==> src/rtl/sram16_bridge.sv <==
// sram16_bridge: 32-bit bus slave in front of an asynchronous 16-bit SRAM.
// Each bus access becomes one or two halfword phases (LO then HI). Each phase lasts
// WAIT_CYCLES+1 cycles and is followed by a one-cycle ack and a settle cycle.
// All outputs are registered. They are computed from the next state, so the strobes
// line up with the state they belong to.
// Optional build macro: SRAM16_BRIDGE_TURNAROUND_EN inserts an idle bus cycle
// between LO and HI, and after SETTLE when the access was a write.
module sram16_bridge #(
    parameter int unsigned SRAM_ADDR_W = 18,
    parameter int unsigned WAIT_CYCLES = 2
) (
    input  logic                   clk,
    input  logic                   reset_i,
    input  logic                   sel_i,
    input  logic [31:0]            addr_i,
    input  logic                   we_i,
    input  logic [3:0]             wr_mask_i,
    input  logic [31:0]            data_in_i,
    output logic [31:0]            data_out_o,
    output logic                   ack_o,
    output logic [SRAM_ADDR_W-1:0] sram_addr_o,
    output logic [15:0]            sram_dq_o,
    input  logic [15:0]            sram_dq_i,
    output logic                   sram_dq_oe_o,
    output logic                   sram_ce_n_o,
    output logic                   sram_oe_n_o,
    output logic                   sram_we_n_o,
    output logic                   sram_lb_n_o,
    output logic                   sram_ub_n_o
);

    localparam int unsigned CntW     = (WAIT_CYCLES > 0) ? $clog2(WAIT_CYCLES + 1) : 1;
    localparam logic [CntW-1:0] CntMax = CntW'(WAIT_CYCLES);
    localparam bit          ZeroWait = (WAIT_CYCLES == 0);

    typedef enum logic [2:0] {
        StIdle, StLo, StHi, StAck, StSettle, StGapLh, StGapWr
    } state_t;

    state_t                 state_q, state_d;
    logic [CntW-1:0]        cnt_q, cnt_d;
    logic [SRAM_ADDR_W-2:0] addr_q, addr_d;
    logic                   we_q, we_d;
    logic [3:0]             mask_q, mask_d;
    logic [31:0]            wdata_q, wdata_d;

    logic [31:0]            data_out_q, data_out_d;
    logic                   ack_q, ack_d;
    logic [SRAM_ADDR_W-1:0] sram_addr_q, sram_addr_d;
    logic [15:0]            sram_dq_q, sram_dq_d;
    logic                   dq_oe_q, dq_oe_d;
    logic                   ce_n_q, ce_n_d, oe_n_q, oe_n_d, we_n_q, we_n_d;
    logic                   lb_n_q, lb_n_d, ub_n_q, ub_n_d;

    logic                   last_q;
    logic                   hi_d;
    logic                   unused_addr;

    assign unused_addr = ^{addr_i[31:SRAM_ADDR_W+1], addr_i[1:0]};
    assign last_q      = (cnt_q == CntMax);

    // State, counter, request latch and registered outputs
    always_ff @(posedge clk or posedge reset_i) begin
        if (reset_i) begin
            state_q     <= StIdle;
            cnt_q       <= '0;
            addr_q      <= '0;
            we_q        <= 1'b0;
            mask_q      <= '0;
            wdata_q     <= '0;
            data_out_q  <= '0;
            ack_q       <= 1'b0;
            sram_addr_q <= '0;
            sram_dq_q   <= '0;
            dq_oe_q     <= 1'b0;
            ce_n_q      <= 1'b1;
            oe_n_q      <= 1'b1;
            we_n_q      <= 1'b1;
            lb_n_q      <= 1'b1;
            ub_n_q      <= 1'b1;
        end else begin
            state_q     <= state_d;
            cnt_q       <= cnt_d;
            addr_q      <= addr_d;
            we_q        <= we_d;
            mask_q      <= mask_d;
            wdata_q     <= wdata_d;
            data_out_q  <= data_out_d;
            ack_q       <= ack_d;
            sram_addr_q <= sram_addr_d;
            sram_dq_q   <= sram_dq_d;
            dq_oe_q     <= dq_oe_d;
            ce_n_q      <= ce_n_d;
            oe_n_q      <= oe_n_d;
            we_n_q      <= we_n_d;
            lb_n_q      <= lb_n_d;
            ub_n_q      <= ub_n_d;
        end
    end

    // Capture the request only on acceptance; later bus changes are ignored
    always_comb begin
        addr_d  = addr_q;
        we_d    = we_q;
        mask_d  = mask_q;
        wdata_d = wdata_q;
        if (state_q == StIdle && sel_i) begin
            addr_d  = addr_i[SRAM_ADDR_W:2];
            we_d    = we_i;
            mask_d  = wr_mask_i;
            wdata_d = data_in_i;
        end
    end

    // Next-state and phase counter
    always_comb begin
        state_d = state_q;
        cnt_d   = cnt_q;
        unique case (state_q)
            StIdle: begin
                if (sel_i) begin
                    cnt_d = '0;
                    if (we_i && wr_mask_i == 4'b0000)     state_d = StAck;
                    else if (we_i && wr_mask_i[1:0] == 2'b00) state_d = StHi;
                    else                                  state_d = StLo;
                end
            end
            StLo: begin
                if (last_q) begin
                    cnt_d = '0;
                    if (we_q && mask_q[3:2] == 2'b00) state_d = StAck;
`ifdef SRAM16_BRIDGE_TURNAROUND_EN
                    else                              state_d = StGapLh;
`else
                    else                              state_d = StHi;
`endif
                end else begin
                    cnt_d = cnt_q + 1'b1;
                end
            end
            StHi: begin
                if (last_q) begin
                    cnt_d   = '0;
                    state_d = StAck;
                end else begin
                    cnt_d = cnt_q + 1'b1;
                end
            end
            StAck:    state_d = StSettle;
`ifdef SRAM16_BRIDGE_TURNAROUND_EN
            StSettle: state_d = we_q ? StGapWr : StIdle;
`else
            StSettle: state_d = StIdle;
`endif
            StGapLh:  state_d = StHi;
            StGapWr:  state_d = StIdle;
            default:  state_d = StIdle;
        endcase
    end

    // Output next-values derived from the upcoming state; read data captured on last phase cycle
    always_comb begin
        ack_d       = (state_d == StAck);
        data_out_d  = data_out_q;
        sram_addr_d = sram_addr_q;
        sram_dq_d   = '0;
        dq_oe_d     = 1'b0;
        ce_n_d      = 1'b1;
        oe_n_d      = 1'b1;
        we_n_d      = 1'b1;
        lb_n_d      = 1'b1;
        ub_n_d      = 1'b1;
        hi_d        = (state_d == StHi);

        if (state_d == StLo || state_d == StHi) begin
            ce_n_d      = 1'b0;
            sram_addr_d = {addr_d, hi_d};
            if (we_d) begin
                dq_oe_d   = 1'b1;
                sram_dq_d = hi_d ? wdata_d[31:16] : wdata_d[15:0];
                lb_n_d    = hi_d ? ~mask_d[2] : ~mask_d[0];
                ub_n_d    = hi_d ? ~mask_d[3] : ~mask_d[1];
                // Release we_n on the final phase cycle so data/address hold past the edge
                we_n_d    = ~(ZeroWait || (cnt_d != CntMax));
            end else begin
                oe_n_d = 1'b0;
                lb_n_d = 1'b0;
                ub_n_d = 1'b0;
            end
        end

        if (!we_q && last_q) begin
            if (state_q == StLo)      data_out_d[15:0]  = sram_dq_i;
            else if (state_q == StHi) data_out_d[31:16] = sram_dq_i;
        end
    end

    assign data_out_o   = data_out_q;
    assign ack_o        = ack_q;
    assign sram_addr_o  = sram_addr_q;
    assign sram_dq_o    = sram_dq_q;
    assign sram_dq_oe_o = dq_oe_q;
    assign sram_ce_n_o  = ce_n_q;
    assign sram_oe_n_o  = oe_n_q;
    assign sram_we_n_o  = we_n_q;
    assign sram_lb_n_o  = lb_n_q;
    assign sram_ub_n_o  = ub_n_q;

endmodule
==> config.mk <==
export PLATFORM = sky130hd
export DESIGN_NAME = sram16_bridge
export DESIGN_NICKNAME = d
export VERILOG_FILES = /design/src/rtl/sram16_bridge.sv
export SDC_FILE = /design/constraint.sdc
export NUM_CORES = 1
export LEC_CHECK = 0
export ABC_AREA = 1
export BUFFER_PORTS_ARGS = -buffer_cell sky130_fd_sc_hd__buf_2
export CORE_UTILIZATION = 25
export DETAILED_ROUTE_END_ITERATION = 7
export HOLD_SLACK_MARGIN = 0.05
export MAX_ROUTING_LAYER = met4
export PLACE_DENSITY = 0.55
export SKIP_LAST_GASP = 1
export SLEW_MARGIN = 5
export SYNTH_ARGS = -nofsm -noshare
export SYNTH_HDL_FRONTEND = slang
export SYNTH_SLANG_ARGS = --single-unit
==> constraint.sdc <==
create_clock -name clk -period 10.8 [get_ports clk]
set_input_delay 1.08 -clock clk [delete_from_list [all_inputs] [get_ports clk]]
set_output_delay 1.08 -clock clk [all_outputs]
set_load 0.02 [all_outputs]
==> metrics.txt <==
Hold Vio Cnt, Final=0; CP startpoint kind=primary input; Post-Syn Nets=a little under 700; Initial DRC Count=149; register area=approximately 3300 µm²; I/O pin count=161; setup TNS=0 ns; Synth top cells by count=300 x nand2_1, 127 x dfrtp_1, 41 x inv_1; Via density=approximately 4; DIE WIDTH=roughly 150 µm; Critical Path RT=11.13 ns; share of layout cells above drive strength 1=0.257; Layout Area Growth over Synthesis=28.7%; Syn Inst Count=~600; Die Y=147 µm; top_reg_cell synth=dfrtp_1; Crit Path Class=primary input to flip-flop; post-detail-place hpwl=approximately 8600 µm; sequential share of the synthesized area=0.628; r2r endpoint=sram_we_n_o; Slew @ Worst Pin=between 1 and 1.5 ns; Num CTS Buffers=17; count of different cell masters after synthesis=21; fill count=around 2200; Crit. End Element=flip-flop; Worst slew margin=0.277; crit path max fanout=between 40 and 50; Clock H-tree levels=4; DRT Wirelength=approximately 14000 µm; placed cell areas=between 6000 and 7000 µm²; Post-route DRC=0; Port Buf Inserts=145; most frequent cell after synthesis=nand2_1; total clock sinks=between 100 and 150; First-pass DRT Iterations=6; WL per Instance=13.2 µm; largest net degree at the start of global routing=between 70 and 80; area of the multi-input gates=1620 µm²; power per standard cell area=between 300 and 400 nW/µm²; Max Slew Vio Count=0; first-pass GRT wire length=22200 µm; RePlAce Congestion=0.737; cts repair resizes=0; clock-pin slew on the worst setup and hold paths=0.05 ns; Setup crit end=sram_we_n_o; leading area contributor after synthesis=dfrtp_1; Max Root-Sink Buffers=2; number of synthesized flops with an enable pin=0; starting density of the core=0.258; DP Cell Count=992; Leakage=~0.0038 µW; CP startpoint=sel_i; setup violators final=0; worst reg-to-reg setup slack=6.86 ns; Core Rows=52; dpl ws=5.96 ns; routed via count=roughly 4200; Worst Clk Skew=~0.0091 ns; Worst Path Arrival=roughly 4.5 ns; status=finished clean; die area=21700 µm²; Final nets=slightly above 800; maximum vdd drop=0.134 mV; top cells by area, synth=dfrtp_1 60%, nand2_1 21%, o21ai_0 3.2%, inv_1 2.9%, dfstp_2 2.5%; non-filler cells, final=just over 1000; fin crit share=0.387; Core Region=about 20000 µm²; slack of the critical path=approximately 6.6 ns; Final ANT Viol Nets=0; post-layout util=0.332; vias in the first global route=4321; async set-reset flop share out of synthesis=1.00; Clk Latency, worst-skew pair=slightly above 0.4 ns; GRT Resource Usage Total=0.137; Post-CTS Hold Fix Bufs=0; YS warnings=0; Peak Freq=239 MHz; CTS tree=built; CTS root buffer=clkbuf_16; flops & latches, synth=around 130; syn avg cell area=~9 µm²; reg2reg path depth=11; FF-to-FF Start=state_q[0]; post-synth top area share=0.603; Tightest Hold Check Type=flip-flop to flip-flop; Final Cell Area=6780 µm²; post-CTS setup buffer count=0; antenna violations before repair=4; area of the mapped netlist=approximately 5300 µm²; Overflow after GRT=0; RSZ-0062 raised after global routing=no; MaxCap Viol Count=0; fin crit period=roughly 4.2 ns
-- routing by layer --
metal  vias up  wire length [µm]  GRT usage
met1      1928              6550      0.171
met5         -                 0          -
met2       130              6050      0.209
li1       2131                 -          -
met4         0               170     0.0469
met3        15               841     0.0401
-- stage by stage --
stage / total power, µW / hold slack (ns)
after detailed placement: 1660 / 0.454
final: 2190 / 0.462
after CTS: 2240 / 0.468
after floorplan: 1410 / 0.445
after global routing: 2370 / 0.483
after global placement: 1650 / 0.452
-- worst max-delay path, cell delays in order --
cell     delay, ns
buf_2         0.10
nand2_2       0.06
nor2_4        0.31
buf_4         0.47
nand2_1       0.12
nand3_2       0.42
nand3_2       0.60
nand2_2       0.63
nand2_2       0.42
inv_1         0.17
nand2_1       0.06
-- state kept, by name, indices dropped and copies added, names as in the netlist, 2 cells and up --
register	count
cnt_q	2
wdata_q	32
mask_q	4
data_out_o	32
addr_q	17
state_q	3
sram_addr_o	18
sram_dq_o	16
-- worst min path at each step --
| stage | startpoint | to | slack (ns) | cells past startpoint |
|---|---|---|---|---|
| after floorplan | wdata_q[31] | wdata_q[31] | 0.44 | 2 |
| after global placement | sram_addr_o[0] | sram_addr_o[0] | 0.45 | 2 |
| after detailed placement | sram_addr_o[14] | sram_addr_o[14] | 0.45 | 2 |
| after CTS | sram_addr_o[14] | sram_addr_o[14] | 0.47 | 2 |
| after global routing | sram_addr_o[0] | sram_addr_o[0] | 0.48 | 2 |
| final | sram_addr_o[14] | sram_addr_o[14] | 0.46 | 2 |
-- area by class of cell --
type                       instances  area share
timing repair buffer             150       0.113
inverter                          46      0.0262
antenna                            4     0.00148
clock buffer                      27      0.0712
multi-input combinational        394       0.240
clock inverter                     5      0.0111
sequential                       132       0.488
tap                              270      0.0498
-- cell usage in the layout, fill, tap and decap left out, types with 2 or more instances in the layout --
master,count
inv_1,40
nand4_1,19
nor2_1,22
inv_2,5
nand3_2,3
nand2_2,4
diode_2,4
buf_4,5
nand2_1,299
clkbuf_8,2
buf_2,145
bufinv_16,2
nand3_1,8
o21ai_0,34
clkbuf_1,8
clkinv_2,3
dfrtp_1,127
dfstp_2,5
clkbuf_16,17
-- power by group --
group | internal, µW | switching [µW] | total, µW
Sequential | 719 | 80.7 | 800
Clock | 351 | 204 | 555
Combinational | 248 | 587 | 835
Total | 1320 | 872 | 2190
-- kinds of logic after synthesis --
family | synth area share
compound gates | 0.0359
buf+inv | 0.0641
flops | 0.628
simple gates | 0.272
Note: power is estimated with default switching activity, not from simulation.
